<file path="src/rtl/mem_copy_pkg.sv">
// Shared types and constants for the word-granular memory copy initiator.
package mem_copy_pkg;

    typedef enum logic [2:0] {
        IDLE,
        RD_REQ,
        RD_WAIT,
        WR_REQ,
        WR_WAIT,
        FINISH
    } copy_state_e;

    localparam logic [3:0] BeWord    = 4'hF;
    localparam int         WordBytes = 4;

    // Byte address of word idx relative to base; wraps modulo 2^32 by construction.
    function automatic logic [31:0] word_addr(input logic [31:0] base, input logic [31:0] idx);
        return base + (idx << $clog2(WordBytes));
    endfunction

endpackage

</file>
<file path="src/rtl/mem_copy_initiator.sv">
// Memory copy engine: reads len words from src and writes them to dst over a
// single-outstanding req/gnt/rvalid data bus, reporting done/error when finished.
module mem_copy_initiator
    import mem_copy_pkg::*;
#(
    parameter int LenWidth = 16
) (
    input  logic                clk_i,
    input  logic                rst_i,
    input  logic                start_i,
    input  logic                abort_i,
    input  logic [31:0]         src_addr_i,
    input  logic [31:0]         dst_addr_i,
    input  logic [LenWidth-1:0] len_i,
    output logic                busy_o,
    output logic                done_o,
    output logic                err_o,
    output logic [LenWidth-1:0] words_done_o,
    output logic                data_req_o,
    input  logic                data_gnt_i,
    input  logic                data_rvalid_i,
    output logic                data_we_o,
    output logic [3:0]          data_be_o,
    output logic [31:0]         data_addr_o,
    output logic [31:0]         data_wdata_o,
    input  logic [31:0]         data_rdata_i,
    input  logic                data_err_i
);

    copy_state_e state_q, state_d;

    logic [31:0]         src_q, dst_q, buf_q;
    logic [LenWidth-1:0] len_q;
    logic                abort_q;

    logic [31:0]         src_d, dst_d, buf_d;
    logic [LenWidth-1:0] len_d, cnt_d;
    logic                abort_d, err_d, busy_d, done_d;
    logic                req_d, we_d;
    logic [3:0]          be_d;
    logic [31:0]         addr_d, wdata_d;

    logic accept, misaligned, active, waiting;
    logic rsp_ok, rsp_err, rd_done, word_cmp, last_word;

    assign accept     = (state_q == IDLE) && start_i;
    assign misaligned = (src_addr_i[1:0] != 2'b00) || (dst_addr_i[1:0] != 2'b00);
    assign active     = (state_q == RD_REQ) || (state_q == RD_WAIT) ||
                        (state_q == WR_REQ) || (state_q == WR_WAIT);

    // A response is only meaningful once the current request has been granted.
    assign waiting    = (((state_q == RD_REQ) || (state_q == WR_REQ)) && data_gnt_i) ||
                        (state_q == RD_WAIT) || (state_q == WR_WAIT);
    assign rsp_ok     = waiting && data_rvalid_i && !data_err_i;
    assign rsp_err    = waiting && data_rvalid_i && data_err_i;
    assign rd_done    = rsp_ok && ((state_q == RD_REQ) || (state_q == RD_WAIT));
    assign word_cmp   = rsp_ok && ((state_q == WR_REQ) || (state_q == WR_WAIT));
    assign last_word  = ((words_done_o + LenWidth'(1)) == len_q) || abort_q || abort_i;

    // ---- state register ----
    always_ff @(posedge clk_i) begin
        if (rst_i) begin
            state_q <= IDLE;
        end else begin
            state_q <= state_d;
        end
    end

    // ---- next-state logic ----
    always_comb begin
        state_d = state_q;
        unique case (state_q)
            IDLE: begin
                if (start_i) begin
                    state_d = ((len_i == '0) || misaligned) ? FINISH : RD_REQ;
                end
            end
            RD_REQ: begin
                if (rsp_err)         state_d = FINISH;
                else if (rd_done)    state_d = WR_REQ;
                else if (data_gnt_i) state_d = RD_WAIT;
            end
            RD_WAIT: begin
                if (rsp_err)      state_d = FINISH;
                else if (rd_done) state_d = WR_REQ;
            end
            WR_REQ: begin
                if (rsp_err)         state_d = FINISH;
                else if (word_cmp)   state_d = last_word ? FINISH : RD_REQ;
                else if (data_gnt_i) state_d = WR_WAIT;
            end
            WR_WAIT: begin
                if (rsp_err)       state_d = FINISH;
                else if (word_cmp) state_d = last_word ? FINISH : RD_REQ;
            end
            FINISH:  state_d = IDLE;
            default: state_d = IDLE;
        endcase
    end

    // ---- output logic: next values of the registered Moore outputs ----
    always_comb begin
        src_d   = accept ? src_addr_i : src_q;
        dst_d   = accept ? dst_addr_i : dst_q;
        len_d   = accept ? len_i : len_q;
        buf_d   = rd_done ? data_rdata_i : buf_q;
        cnt_d   = accept ? '0 : (word_cmp ? words_done_o + LenWidth'(1) : words_done_o);
        err_d   = accept ? misaligned : (rsp_err ? 1'b1 : err_o);
        abort_d = accept ? 1'b0 : ((active && abort_i) ? 1'b1 : abort_q);

        req_d   = 1'b0;
        we_d    = data_we_o;
        be_d    = data_be_o;
        addr_d  = data_addr_o;
        wdata_d = data_wdata_o;
        unique case (state_d)
            RD_REQ: begin
                req_d  = 1'b1;
                we_d   = 1'b0;
                be_d   = BeWord;
                addr_d = word_addr(src_d, 32'(cnt_d));
            end
            WR_REQ: begin
                req_d   = 1'b1;
                we_d    = 1'b1;
                be_d    = BeWord;
                addr_d  = word_addr(dst_d, 32'(cnt_d));
                wdata_d = buf_d;
            end
            default: ;
        endcase

        busy_d = (state_d == RD_REQ) || (state_d == RD_WAIT) ||
                 (state_d == WR_REQ) || (state_d == WR_WAIT);
        done_d = (state_d == FINISH);
    end

    // ---- output and control registers ----
    always_ff @(posedge clk_i) begin
        if (rst_i) begin
            busy_o       <= 1'b0;
            done_o       <= 1'b0;
            err_o        <= 1'b0;
            words_done_o <= '0;
            abort_q      <= 1'b0;
            data_req_o   <= 1'b0;
            data_we_o    <= 1'b0;
            data_be_o    <= '0;
            data_addr_o  <= '0;
            data_wdata_o <= '0;
        end else begin
            busy_o       <= busy_d;
            done_o       <= done_d;
            err_o        <= err_d;
            words_done_o <= cnt_d;
            abort_q      <= abort_d;
            data_req_o   <= req_d;
            data_we_o    <= we_d;
            data_be_o    <= be_d;
            data_addr_o  <= addr_d;
            data_wdata_o <= wdata_d;
        end
    end

    // Copy parameters and the word buffer need no reset; they are loaded before use.
    always_ff @(posedge clk_i) begin
        src_q <= src_d;
        dst_q <= dst_d;
        len_q <= len_d;
        buf_q <= buf_d;
    end

`ifndef SYNTHESIS
    a_req_stable: assert property (@(posedge clk_i)
        (data_req_o && !data_gnt_i && !rst_i) |=>
        (rst_i || (data_req_o && $stable(data_addr_o) && $stable(data_we_o) &&
                   $stable(data_be_o) && $stable(data_wdata_o))))
        else $error("request changed before grant");

    a_done_pulse: assert property (@(posedge clk_i) done_o |=> !done_o)
        else $error("done_o longer than one cycle");

    a_busy_state: assert property (@(posedge clk_i) rst_i || (busy_o == active))
        else $error("busy_o does not track copy state");

    a_rvalid_expected: assert property (@(posedge clk_i) (data_rvalid_i && !rst_i) |-> waiting)
        else $error("rvalid with no outstanding request");
`endif

endmodule

</file>
<file path="config.mk">
export PLATFORM = sky130hd
export DESIGN_NAME = mem_copy_initiator
export DESIGN_NICKNAME = d
export VERILOG_FILES = /design/src/rtl/mem_copy_pkg.sv /design/src/rtl/mem_copy_initiator.sv
export SDC_FILE = /design/constraint.sdc
export NUM_CORES = 1
export LEC_CHECK = 0
export CORE_MARGIN = 2
export CORE_UTILIZATION = 60
export DETAILED_ROUTE_END_ITERATION = 8
export DONT_BUFFER_PORTS = 1
export GPL_TIMING_DRIVEN = 0
export PLACE_DENSITY = 0.79
export SYNTH_ARGS = -nofsm -noshare
export SYNTH_HDL_FRONTEND = slang
export SYNTH_SLANG_ARGS = --single-unit
</file>
<file path="constraint.sdc">
create_clock -name clk_i -period 7 [get_ports clk_i]
set_clock_uncertainty 0.05 [all_clocks]
set_input_delay 0 -clock clk_i [delete_from_list [all_inputs] [get_ports clk_i]]
set_output_delay 0 -clock clk_i [all_outputs]
set_load 0.02 [all_outputs]
</file>
==> impl.org, run 1 <==
** Routing
- Wire length per cell :: 19.78 um
- First DRT Iteration DRCs :: 393
- In this run the remaining antenna-violating nets after routing total 0.
- Dividing the detail-routed via count by the number of cells gives 5.930.
- Vias :: 7,834
- For this run, design rule violations remaining after detail routing come to 0.
- Detailed-routing iteration count for the pre-antenna-repair pass :: 5
- Routed WL :: 26,130 um

** Clock tree
- Buffers inserted to repair hold after CTS numbered between 100 and 150.
- Sinks on the clock net :: 202
- The number of gates resized after CTS was 0.
- Post-CTS Setup Repair Bufs :: 0
- Clock buffer count from CTS :: 21
- TritonCTS built the clock tree.
- Clock root buffer master :: sky130_fd_sc_hd__clkbuf_16
- In this run the number of H-tree levels came out at 1.
- Clock-pin slew was measured on the worst setup and hold paths at 0.06 ns.
- Skew-Pair Late Insertion Delay :: 0.49 ns
- CTS max path bufs :: 3

** Run
- Max-cap violations in this run came to 0.

** Die
- The floorplan step set the die height to 128.6 um.
- Die Area :: about 17,000 um^2
- After floorplanning, the core was divided into 45 placement rows.
- Horizontal die dimension :: 128.6 um
- 208 I/O pins were placed.
- Standard cell core area :: 15,200 um^2
- Starting density of the core :: 61.30%

** Worst setup path
- Reg2reg start :: state_q[2]$_SDFF_PP0_
- Type of element capturing the critical path :: register
- The worst setup path is launched from a register.
- For the worst flop-to-flop path, the logic depth is 18.
- Tracing the worst setup path back leads to its startpoint at state_q[2]$_SDFF_PP0_.
- Worst-path maximum fanout :: 25
- At the worst endpoint, the required time is between 7 and 8 ns.
- Setup CP Type :: register to register
- Data arrives at the worst endpoint at 6.41 ns.

** Yosys
- EDFF count, synth :: 16
- For this run, the leading register cell type out of synthesis is sky130_fd_sc_hd__dfxtp_1.
- The synthesized netlist contains around 70 unique library cells.
- Syn avg cell area :: between 9 and 10 um^2
- After synthesis the netlist holds a flip-flop and latch count of 202.
- When the netlist entered floorplanning its net count stood at 1,113.
- The cell area that synthesis handed to floorplanning was 9319 um^2.
- Post-synthesis sequential area ratio :: 45.11%
- Area share of the leading cell type in the synthesized netlist :: 39.96%
- In the synthesized netlist, the number of instances is 976.
- Share of synthesized registers carrying an async set or reset :: 0%
- Of all cell types, the one taking the most synthesized area is sky130_fd_sc_hd__dfxtp_1.
- During synthesis, Yosys emitted a total of 0 warnings.
- Sorting the synthesized cells by area gives the leading types as sky130_fd_sc_hd__dfxtp_1 (40%), sky130_fd_sc_hd__mux2_2 (12%), sky130_fd_sc_hd__edfxtp_1 (5.2%).

** STA
- Final setup violating endpoints :: 0
- Final critical path time including I/O delays and setup :: 6.063 ns
- Accumulated negative setup slack :: 0 ns
- Worst slew margin relative to its limit :: 21.23%
- Slew of the pin with the lowest slew margin :: 1.182 ns
- Maximum clock frequency :: 0.1649 GHz
- The worst path uses about 87% of the clock period.
- Hold timing on the final database bottoms out at a slack of 0.06870 ns.
- Number of slew-limit violations in the final report :: 0
- The number of hold violations in the final report is 0.
- RSZ-0062 raised after global routing :: no

** GRT
- Global routing used 30.89% of the available tracks across all layers.
- Global-route wire length before repair :: 40,660 um
- The total overflow left after global routing is 0.
- Maximum number of pins on one net before global-route repair :: 26
- Antenna violations before repair :: 1
- The via count of the first global-routing pass came to ~7,700.

** Power and ir drop
- Design Power :: between 4 and 5 mW
- In this run the static leakage power is 4.344 nW.
- Worst IR Drop VDD :: between 0.2 and 0.25 mV
- In this run the power density over the cells is 377.7 nW/um^2.

** Layout
- Final standard cell area without fillers :: between 10,000 and 15,000 um^2
- For this run, the share of the core covered by cells in the final layout is 75.14%.
- Final net count :: ~1,300
- Fill count :: roughly 1,100
- The area growth from synthesis to layout is 22.57%.
- Fraction of layout instances using a drive strength above 1 :: 14.93%

** Placed design
- Routability-driven placement finished with a final weighted congestion of 0.9324.
- Buffers added on ports :: 0
- Post-placement cell area :: 9560 um^2
- Detailed-placement wirelength estimate :: between 15,000 and 20,000 um

** Worst hold path
- The worst hold path passes through 5 cells.
- The startpoint identified for the worst hold timing path is abort_i.
- The min-delay analysis places its worst path in the category primary input to register.

** Status
- The run finished with clean final reports.
## sequential cells by signal (all words and copies together), names as in the netlist
| register | count |
|---|---|
| state_q | 3 |
| data_we_o | 1 |
| abort_q | 1 |
| data_be_o | 1 |
| buf_q | 32 |
| data_wdata_o | 32 |
| done_o | 1 |
| data_addr_o | 32 |
| err_o | 1 |
| dst_q | 32 |
| data_req_o | 1 |
| words_done_o | 16 |
| src_q | 32 |
| busy_o | 1 |
| len_q | 16 |
## cells in the mapped netlist (all sizes together) (5+ instances only)
library cell	number
a211oi	21
a21oi	88
and3	6
buf	27
clkbuf	34
dfxtp	186
edfxtp	16
ha	17
inv	15
mux2	106
mux2i	22
nand2	122
nand3	32
nand4	13
nor2	52
nor3	35
nor4	15
o21a	5
o21ai	38
or3	5
xnor2	30
xor2	26
## kinds of logic (layout without fill, tap and decap cells)
group | after synthesis | in the layout | share of synthesized area [%]
xor+xnor | 56 | 56 | 5.263
fa+ha+maj | 18 | 18 | 2.497
mux | 128 | 128 | 15.47
compound gates | 186 | 186 | 11.92
simple gates | 309 | 309 | 15.88
other cells | 0 | 1 | 0
buf+inv | 77 | 233 | 3.853
flops | 202 | 202 | 45.11
## worst paths after layout
kind                                                endpoint  slack (ns)
worst min-delay path            data_addr_o[31]$_SDFFE_PP0P_        0.07
worst max-delay path            data_addr_o[26]$_SDFFE_PP0P_        0.94
worst max register to register  data_addr_o[26]$_SDFFE_PP0P_        0.94
worst min register to register             src_q[23]$_DFF_P_        0.41
## metrics by stage
| step | std cells | setup WS (ns) |
|---|---|---|
| CTS | 1320 | 1.033 |
| finish | 1321 | 0.9368 |
| detailed placement | 1164 | 1.076 |
| global route | 1321 | 0.5859 |
| global placement | 1164 | 1.137 |
| floorplan | 976 | 2.193 |
## layout make-up
type | instances | area (um^2) | area share (%)
clock buffers | 27 | 578.1 | 5.061
multi-input cells | 697 | 4762 | 41.69
clock inverters | 8 | 70.07 | 0.6134
flip-flops and latches | 202 | 4204 | 36.81
plain buffers | 61 | 294.0 | 2.574
diodes | 1 | 2.502 | 0.02191
inverters | 16 | 65.06 | 0.5696
repair buffers | 121 | 1211 | 10.60
well taps | 188 | 235.2 | 2.059
## cells in the final DEF, fill, tap and decap left out, types with 30 or more instances in the layout
cell	instances
sky130_fd_sc_hd__o21ai_0	36
sky130_fd_sc_hd__xnor2_1	30
sky130_fd_sc_hd__nand3_1	30
sky130_fd_sc_hd__mux2_2	99
sky130_fd_sc_hd__dfxtp_1	186
sky130_fd_sc_hd__clkbuf_1	37
sky130_fd_sc_hd__dlygate4sd3_1	121
sky130_fd_sc_hd__nand2_1	121
sky130_fd_sc_hd__a21oi_1	87
sky130_fd_sc_hd__nor2_1	52
sky130_fd_sc_hd__nor3_1	35
## power breakdown
part | leakage [nW] | total (mW) | internal [mW] | switching [mW]
logic | 2.35 | 1.41 | 0.634 | 0.780
clock network | 0.305 | 1.06 | 0.617 | 0.441
registers | 1.69 | 1.84 | 1.55 | 0.290
## worst max-delay path, stage by stage, from the launching register on
cell and delay [ns]:
sky130_fd_sc_hd__dfxtp_1 0.30, sky130_fd_sc_hd__clkbuf_1 0.21, sky130_fd_sc_hd__or4b_1 0.53, sky130_fd_sc_hd__buf_6 0.18, sky130_fd_sc_hd__clkinv_4 0.09, sky130_fd_sc_hd__buf_12 0.14, sky130_fd_sc_hd__buf_4 0.18, sky130_fd_sc_hd__buf_2 0.30
sky130_fd_sc_hd__buf_2 0.34, sky130_fd_sc_hd__buf_1 0.91, sky130_fd_sc_hd__nor2_1 0.24, sky130_fd_sc_hd__ha_1 0.45, sky130_fd_sc_hd__o21ai_0 0.21, sky130_fd_sc_hd__a211oi_1 0.39, sky130_fd_sc_hd__nand2_1 0.13, sky130_fd_sc_hd__a21oi_2 0.53
sky130_fd_sc_hd__nand2_2 0.12, sky130_fd_sc_hd__or3_1 0.39, sky130_fd_sc_hd__a311oi_1 0.26
## metal layers
metal	up-vias	track usage, %	share of wire [%]
met5	-	0	0
met4	0	10.23	3.5
met3	66	7.110	7.8
met2	312	53.38	48
met1	3710	38.34	41
li1	3746	-	-
No activity file was read; power rests on OpenSTA's default activity.
==> run 2: changes to the inputs <==
--- a/config.mk
+++ b/config.mk
@@ -11,6 +11,8 @@
 export DONT_BUFFER_PORTS = 1
 export GPL_TIMING_DRIVEN = 0
 export PLACE_DENSITY = 0.79
+export RECOVER_POWER = 25
+export SLEW_MARGIN = 20
 export SYNTH_ARGS = -nofsm -noshare
 export SYNTH_HDL_FRONTEND = slang
 export SYNTH_SLANG_ARGS = --single-unit
==> run 2 against run 1 <==
Sequential power about the same. Combinational power about the same. Worst hold slack about the same. Critical path type unchanged. Largest power group unchanged. First-iteration DRC count unchanged. Worst setup slack improved by 0.48 ns. Routed wire length unchanged.
==> impl.org, run 2 (same netlist as run 1, synthesis figures left out) <==
** Status
- The run finished with clean final reports.

** Layout
- Most frequent cells in the layout :: sky130_fd_sc_hd__dfxtp_1 (186), sky130_fd_sc_hd__nand2_1 (121), sky130_fd_sc_hd__dlygate4sd3_1 (121), sky130_fd_sc_hd__mux2_2 (99), sky130_fd_sc_hd__a21oi_1 (87)
- Finished Layout Cells :: 1,321 (unchanged)
- The post-synthesis to final-layout area growth was 22.58% (about the same).
- The final net count was 1,257 (unchanged).
- Leaving out fill and tap cells, the most frequent cell in the layout is sky130_fd_sc_hd__dfxtp_1.
- The post-route core utilization came to 75.14% (about the same).
- The share of post-route cells with drive strength above 1 is 15.02% (+0.088 points).

** GRT
- The global-route congestion overflow total came to 0 (unchanged).
- Maximum number of pins on one net before global-route repair :: 26 (unchanged)
- The total routing usage reported by global routing is 30.89% (unchanged).
- The via count of the first global-routing pass is 7,742 (unchanged).
- The global-route wire length before repair came to 40,660 um (unchanged).
- Antenna violations before repair :: 1 (unchanged)

** Placed design
- Routability congestion estimate from global placement :: 0.9324 (unchanged)
- Total instance count after detailed placement :: 1,164 (unchanged)
- The number of buffers added on ports came to 0 (unchanged).
- The half-perimeter wire length after placement came to 17,320 um (unchanged).
- Setup slack at placement :: 1.076 ns (unchanged)

** STA
- Final count of hold timing violations :: 0 (unchanged)
- The time the final worst path needs with I/O delays and setup was 5.580 ns (-0.4833 ns).
- The final setup violation count was 0 (unchanged).
- RSZ-0062 raised after global routing :: no
- Maximum clock frequency :: 0.1792 GHz (+8.7%)
- The setup TNS was 0 ns (unchanged).
- Worst slew margin relative to its limit :: 33.90% (+13 points)
- The worst slack on hold paths came to 0.06876 ns (+0.00006810 ns).
- Final period utilization :: 79.71% (-6.9 points)
- Slew of the pin with the lowest slew margin :: 0.9869 ns (-0.1947 ns)
- The number of max-slew violations in the final report was 0 (unchanged).
- The worst-case setup margin in the final layout was 1.420 ns (+0.4833 ns).

** Clock tree
- The number of clock sinks was 202 (unchanged).
- TritonCTS clock tree :: done
- The number of H-tree levels came to 1 (unchanged).
- The TritonCTS buffer count is 21 (unchanged).
- CTS max path bufs :: 3 (unchanged)
- The number of resized instances in the post-cts repair step came to 0 (unchanged).
- Clock root buffer master :: sky130_fd_sc_hd__clkbuf_16
- Worst-path clk slew :: 0.06 ns (about the same)
- Skew-Pair Late Insertion Delay :: 0.49 ns (about the same)

** Routing
- Detailed-routing iteration count for the pre-antenna-repair pass :: 5 (unchanged)
- The via count is 7,836 (+0.026%).
- The post-route DRC violation count is 0 (unchanged).
- Routed WL :: 26,130 um (unchanged)
- The routed length per placed instance came to 19.78 um (unchanged).
- The starting DRC count in detailed routing came to 393 (unchanged).
- The residual antenna-violating net count after detailed routing came to 0 (unchanged).
- Average vias per placed instance :: 5.932 (about the same)

** Worst setup path
- Critical path launch point :: state_q[2]$_SDFF_PP0_
- Setup CP Type :: register to register
- Largest incremental delay on the critical path :: 0.53 ns (-0.38 ns)
- CP max stage cell :: sky130_fd_sc_hd__or4b_1
- Critical path launch point type :: register
- Data required time at the worst endpoint :: 7.35 ns (about the same)
- Walking the worst path, the cells encountered are clkbuf_1 -> or4b_1 -> buf_6 -> clkinv_4 -> buf_12 -> buf_4 -> buf_2 -> buf_2 -> clkbuf_2 -> nor2_1 -> ha_1 -> o21ai_0 -> a211oi_1 -> nand2_1 -> a21oi_2 -> nand2_2 -> or3_1 -> a311oi_1.
- The worst register-to-register path begins at state_q[2]$_SDFF_PP0_.
- Arrival time worst endpoint :: 5.93 ns (-0.48 ns)
- Cell with the most instances on the worst path :: sky130_fd_sc_hd__buf_2
- STA classifies the critical path endpoint as a register.
- Worst-path maximum fanout :: 25 (unchanged)

** Power and ir drop
- The maximum vdd drop was 0.2241 mV (about the same).
- The cell leakage power was 4.348 nW (about the same).
- Total power divided by cell area :: 377.7 nW/um^2 (about the same)

** Die
- Die Area :: 16,540 um^2 (unchanged)
- The initial cell density of the core was 61.30% (unchanged).
- Ports placed on the boundary :: 208 (unchanged)
- The height of the die was 128.6 um (unchanged).
- The core footprint was 15,200 um^2 (unchanged).
- Row count :: 45 (unchanged)
- The die width was 128.6 um (unchanged).

** Run
- Max-cap check violation count :: 0 (unchanged)

** Worst hold path
- Startpoint of the worst hold path :: abort_i
- Class of the worst hold path :: primary input to register
-- run 2: routing by layer --
| metal | global-route usage [%] | routed length (um) |
|---|---|---|
| met1 | 38.34 | 10680 |
| met2 | 53.38 | 12500 |
| met3 | 7.110 | 2032 |
| met4 | 10.23 | 920 |
| met5 | 0 | 0 |
-- run 2: what timing repair did --
action | in CTS | in global routing
hold buffers | 121 | 0
hold endpoints to repair | 160 | 0
buffers inserted | 0 | 0
endpoints found under the setup margin | 0 | 0
-- run 2: path summary, 6_finish.rpt --
path,to,slack (ns),depth (start not counted)
setup / recovery,data_addr_o[26]$_SDFFE_PP0P_,1.42,18
setup reg to reg,data_addr_o[26]$_SDFFE_PP0P_,1.42,18
hold reg to reg,src_q[23]$_DFF_P_,0.41,2
hold / removal,data_addr_o[31]$_SDFFE_PP0P_,0.07,5
-- run 2: power breakdown --
group	internal [mW]	switching, mW
logic	0.635	0.779
registers	1.55	0.290
clock network	0.617	0.441
-- run 2: final cells by class --
class                   instances  area [um^2]
diodes                          1        2.502
flip-flops and latches        202         4204
fillers                      1051         3779
multi-input cells             697         4762
inverters                      16        65.06
clock buffers                  27        578.1
plain buffers                  61        295.3
clock inverters                 8        70.07
well taps                     188        235.2
repair buffers                121         1211
-- run 2: critical path: cells and delay by family (launching register included) --
family	cells	cell delay, ns
buf+inv	8	1.96
compound gates	4	1.39
simple gates	5	1.35
fa+ha+maj	1	0.41
flops	1	0.30
-- run 2: through the flow --
| stage | power [mW] | area [um^2] |
|---|---|---|
| 3_3_place_gp | 3.101 | 9554 |
| 6_report | 4.315 | 11420 |
| 2_1_floorplan | 2.820 | 9319 |
| 3_5_place_dp | 3.147 | 9560 |
| 4_1_cts | 4.267 | 11420 |
| 5_1_grt | 4.527 | 11420 |
==> run 3: changes to the inputs <==
--- a/config.mk
+++ b/config.mk
@@ -6,11 +6,11 @@
 export NUM_CORES = 1
 export LEC_CHECK = 0
 export CORE_MARGIN = 2
-export CORE_UTILIZATION = 60
+export CORE_UTILIZATION = 57
 export DETAILED_ROUTE_END_ITERATION = 8
 export DONT_BUFFER_PORTS = 1
 export GPL_TIMING_DRIVEN = 0
-export PLACE_DENSITY = 0.79
+export PLACE_DENSITY = 0.78
 export RECOVER_POWER = 25
 export SLEW_MARGIN = 20
 export SYNTH_ARGS = -nofsm -noshare
==> constraint.sdc (replaced) <==
create_clock -name clk_i -period 4.6 [get_ports clk_i]
set_clock_uncertainty 0.05 [all_clocks]
set_input_delay 0 -clock clk_i [delete_from_list [all_inputs] [get_ports clk_i]]
set_output_delay 0 -clock clk_i [all_outputs]
set_load 0.02 [all_outputs]
==> run 3 against run 2 <==
Sequential power grew 53%. Fmax grew 26%. Non-clock buffer count grew 6. Cell area grew 2.4%. First-iteration DRC count grew 38%. Power grew 56%. Global-route usage shrank 0.64 points. Final cell count grew 2.6%. Clock power grew 58%. Combinational power grew 59%. Die area grew 5.1%. Core utilization shrank 1.8 points. Critical endpoint is now data_addr_o[17]$_SDFFE_PP0P_. Highest routed layer unchanged.
==> impl.org, run 3 (same netlist as run 1, synthesis figures left out) <==
** Layout
- Fraction of layout instances using a drive strength above 1 :: 17.54% (+2.5 points)
- The final cell count without fillers is 1,356 (+2.6%).
- Most frequent cells in the layout :: sky130_fd_sc_hd__dfxtp_1 (186), sky130_fd_sc_hd__nand2_1 (121), sky130_fd_sc_hd__dlygate4sd3_1 (120), sky130_fd_sc_hd__mux2_2 (99), sky130_fd_sc_hd__a21oi_1 (87)
- Signed area change from the synthesized netlist to the final layout :: 25.50%
- The final net count is 1,263 (+0.48%).
- # diodes :: 0 (-1)
- The final design area excluding fillers was 11,700 um^2 (+2.4%).
- Most common library cell in the layout ignoring fill and taps :: sky130_fd_sc_hd__dfxtp_1

** Clock tree
- Worst-path clk slew :: 0.06 ns (about the same)
- TritonCTS clock tree :: done
- The maximum number of buffers from clock root to sink is 3 (unchanged).
- H-tree depth :: 1 (unchanged)
- Skew-Pair Late Insertion Delay :: 0.51 ns (+0.02 ns)
- The number of clock sinks was 202 (unchanged).
- The TritonCTS buffer count came to 21 (unchanged).
- Clock tree synthesis selected as its root buffer the cell sky130_fd_sc_hd__clkbuf_16.

** Worst setup path
- Total number of cells along the worst setup path :: 17 (-1)
- The critical path required time was 4.97 ns (-2.38 ns).
- Buffer and inverter count on the worst path :: 5 (-3)
- Worst path top cell family by delay :: compound AO/OA/AOI/OAI gates
- Type of element capturing the critical path :: register
- Largest incremental delay on the critical path :: 0.54 ns (about the same)
- The data arrival at the endpoint of the critical path came to 4.80 ns (-1.13 ns).
- CP max stage cell :: sky130_fd_sc_hd__or4b_1
- Sequence of cells on the critical path :: buf_2 -> or4b_1 -> buf_6 -> clkinv_4 -> buf_16 -> buf_8 -> mux2_2 -> mux2_2 -> ha_1 -> a211o_1 -> a2111o_1 -> and3_1 -> o21ai_2 -> a21oi_1 -> xnor2_1 -> or3_1 -> a21oi_1
- The critical path is of the register to register type.
- R2R cell count :: 17 (-1)
- STA classifies the critical path startpoint as a register.
- Worst-path maximum fanout :: 10 (-60%)

** Placed design
- Routability congestion estimate from global placement :: 0.9329 (about the same)
- The number of buffers added on ports was 0 (unchanged).
- Setup slack at placement :: -0.9479 ns (-2.024 ns)
- Total instance count after detailed placement :: 1,193 (+2.5%)
- Detailed-placement wirelength estimate :: 17,670 um (+2.0%)
- The post-place instance area is 9625 um^2 (+0.68%).

** Routing
- Post-DRT Antenna Nets :: 0 (unchanged)
- Average vias per placed instance :: 5.785 (-2.5%)
- The via count was 7,845 (+0.11%).
- The routed length per placed instance was 19.87 um (+0.47%).
- Routed WL :: 26,950 um (+3.1%)
- First DRT Iteration DRCs :: 544 (+38%)
- Residual DRC :: 0 (unchanged)
- The number of optimization iterations in the first detailed-route pass was 7 (+2).

** STA
- The final clock period utilization by the worst path came to 96.16% (+16 points).
- Worst slew margin relative to its limit :: 33.24% (-0.66 points)
- Final critical path time including I/O delays and setup :: 4.424 ns (-1.156 ns)
- The worst-case setup margin in the final layout was 0.1765 ns (-1.244 ns).
- The final setup violation count came to 0 (unchanged).
- The worst-margin pin slew is 0.9967 ns (+0.009841 ns).
- Setup repair after global routing left no endpoint under its margin.
- Number of slew-limit violations in the final report :: 0 (unchanged)
- The achievable frequency was 0.2261 GHz (+26%).
- The number of hold violations in the final report came to 0 (unchanged).

** Die
- The total I/O pin count was 208 (unchanged).
- Row count :: 46 (+2.2%)
- The die width was 131.9 um (+2.5%).
- The core footprint came to 15,940 um^2 (+4.9%).
- Die Area :: 17,390 um^2 (+5.1%)
- Starting density of the core :: 58.45% (-2.8 points)
- Die Ht :: 131.9 um (+2.5%)

** GRT
- Global-route wire length before repair :: 42,370 um (+4.2%)
- Fraction of met3 tracks used by global routing :: 7.574% (+0.46 points)
- The global routing stage identified its most utilized layer as met2.
- Tot GR Track Use :: 30.25% (-0.64 points)
- Number of global-route vias before repair :: 7,971 (+3.0%)
- Global route overflow :: 0 (unchanged)
- The met1 global-route usage was 37.25% (-1.1 points).
- The number of antenna violations at the first check in global routing came to 0 (-1).
- The fraction of met2 tracks used by global routing came to 52.92% (-0.46 points).
- The pin count of the biggest net entering global routing came to 26 (unchanged).

** Power and ir drop
- The power density over the cells came to 574.8 nW/um^2 (+52%).
- The maximum vdd drop is 0.3633 mV (+62%).
- Leakage :: 4.463 nW (+2.7%)
- The power after layout came to 6.723 mW (+56%).

** Worst hold path
- The depth of the worst hold-timing path was 5 (unchanged).
- The path class of the tightest hold or removal check is primary input to register.

** Status
- Result of the run :: finished, final reports clean

** Run
- The max-capacitance violation count was 0 (unchanged).
-- run 3: cell count changes in the layout (fill, tap and decap cells not counted), moves of 3 or more --
| cell | previous run | this run |
|---|---|---|
| sky130_fd_sc_hd__o21ai_2 | 0 | 3 |
| sky130_fd_sc_hd__buf_2 | 15 | 7 |
| sky130_fd_sc_hd__clkinv_2 | 0 | 6 |
| sky130_fd_sc_hd__buf_4 | 4 | 17 |
| sky130_fd_sc_hd__a211oi_1 | 20 | 17 |
| sky130_fd_sc_hd__ha_2 | 0 | 4 |
| sky130_fd_sc_hd__ha_1 | 17 | 13 |
| sky130_fd_sc_hd__clkinvlp_2 | 4 | 0 |
| sky130_fd_sc_hd__o21ai_0 | 36 | 32 |
-- run 3: routing by layer --
| metal | vias to the layer above | wire [um] | share of wire (%) |
|---|---|---|---|
| met5 | - | 0 | 0 |
| met4 | 0 | 640 | 2.4 |
| met3 | 47 | 2198 | 8.2 |
| met2 | 317 | 13170 | 49 |
| met1 | 3713 | 10940 | 41 |
| li1 | 3768 | - | - |
-- run 3: where the power goes --
part	internal (mW)	switching [mW]
Combinational	1.02	1.22
Clock	0.975	0.693
Sequential	2.36	0.449
-- run 3: area by class of cell --
type / instances / area, um^2
buffer: 56 / 321.6
clock buffer: 29 / 605.6
clock inverter: 8 / 68.82
fill: 1163 / 4248
inverter: 16 / 65.06
multi-input combinational: 697 / 4843
sequential: 202 / 4204
tap: 216 / 270.3
timing repair buffer: 132 / 1316
-- run 3: worst reg2reg max path, delay by kind of cell (launching register included) --
family | cells | cell delay, ns
buffers and inverters | 5 | 0.69
xor gates and xnor gates | 1 | 0.14
AOI/OAI and AO/OA | 5 | 1.15
and+or+nand+nor | 3 | 1.07
muxes | 2 | 0.65
DFF | 1 | 0.30
adders and majority gates | 1 | 0.30
-- run 3: through the flow --
| step | setup TNS [ns] | hold slack [ns] | util [%] |
|---|---|---|---|
| 2_1_floorplan | 0 | 0.04887 | - |
| 3_3_place_gp | -11.78 | 0.04896 | 60.29 |
| 3_5_place_dp | -13.48 | 0.04896 | 60.38 |
| 4_1_cts | 0 | 0.006157 | 72.66 |
| 5_1_grt | 0 | 0.05854 | 73.36 |
| 6_report | 0 | 0.05756 | 73.36 |
-- run 3: what timing repair did --
item | CTS | global route
pin swaps | 2 | 7
buffers inserted | 3 | 7
cloned | 1 | 0
hold endpoints to repair | 159 | 0
endpoints found under the setup margin | 25 | 13
hold buffers | 120 | 0
gates resized for setup | 21 | 18
-- run 3: worst paths after layout --
check	start	endpoint	slack, ns
worst max-delay path	state_q[0]$_SDFF_PP0_	data_addr_o[17]$_SDFFE_PP0P_	0.18
worst min-delay path	data_err_i	data_wdata_o[29]$_SDFFE_PP0P_	0.06
worst max register to register	state_q[0]$_SDFF_PP0_	data_addr_o[17]$_SDFFE_PP0P_	0.18
worst min register to register	dst_q[22]$_DFF_P_	dst_q[22]$_DFF_P_	0.41
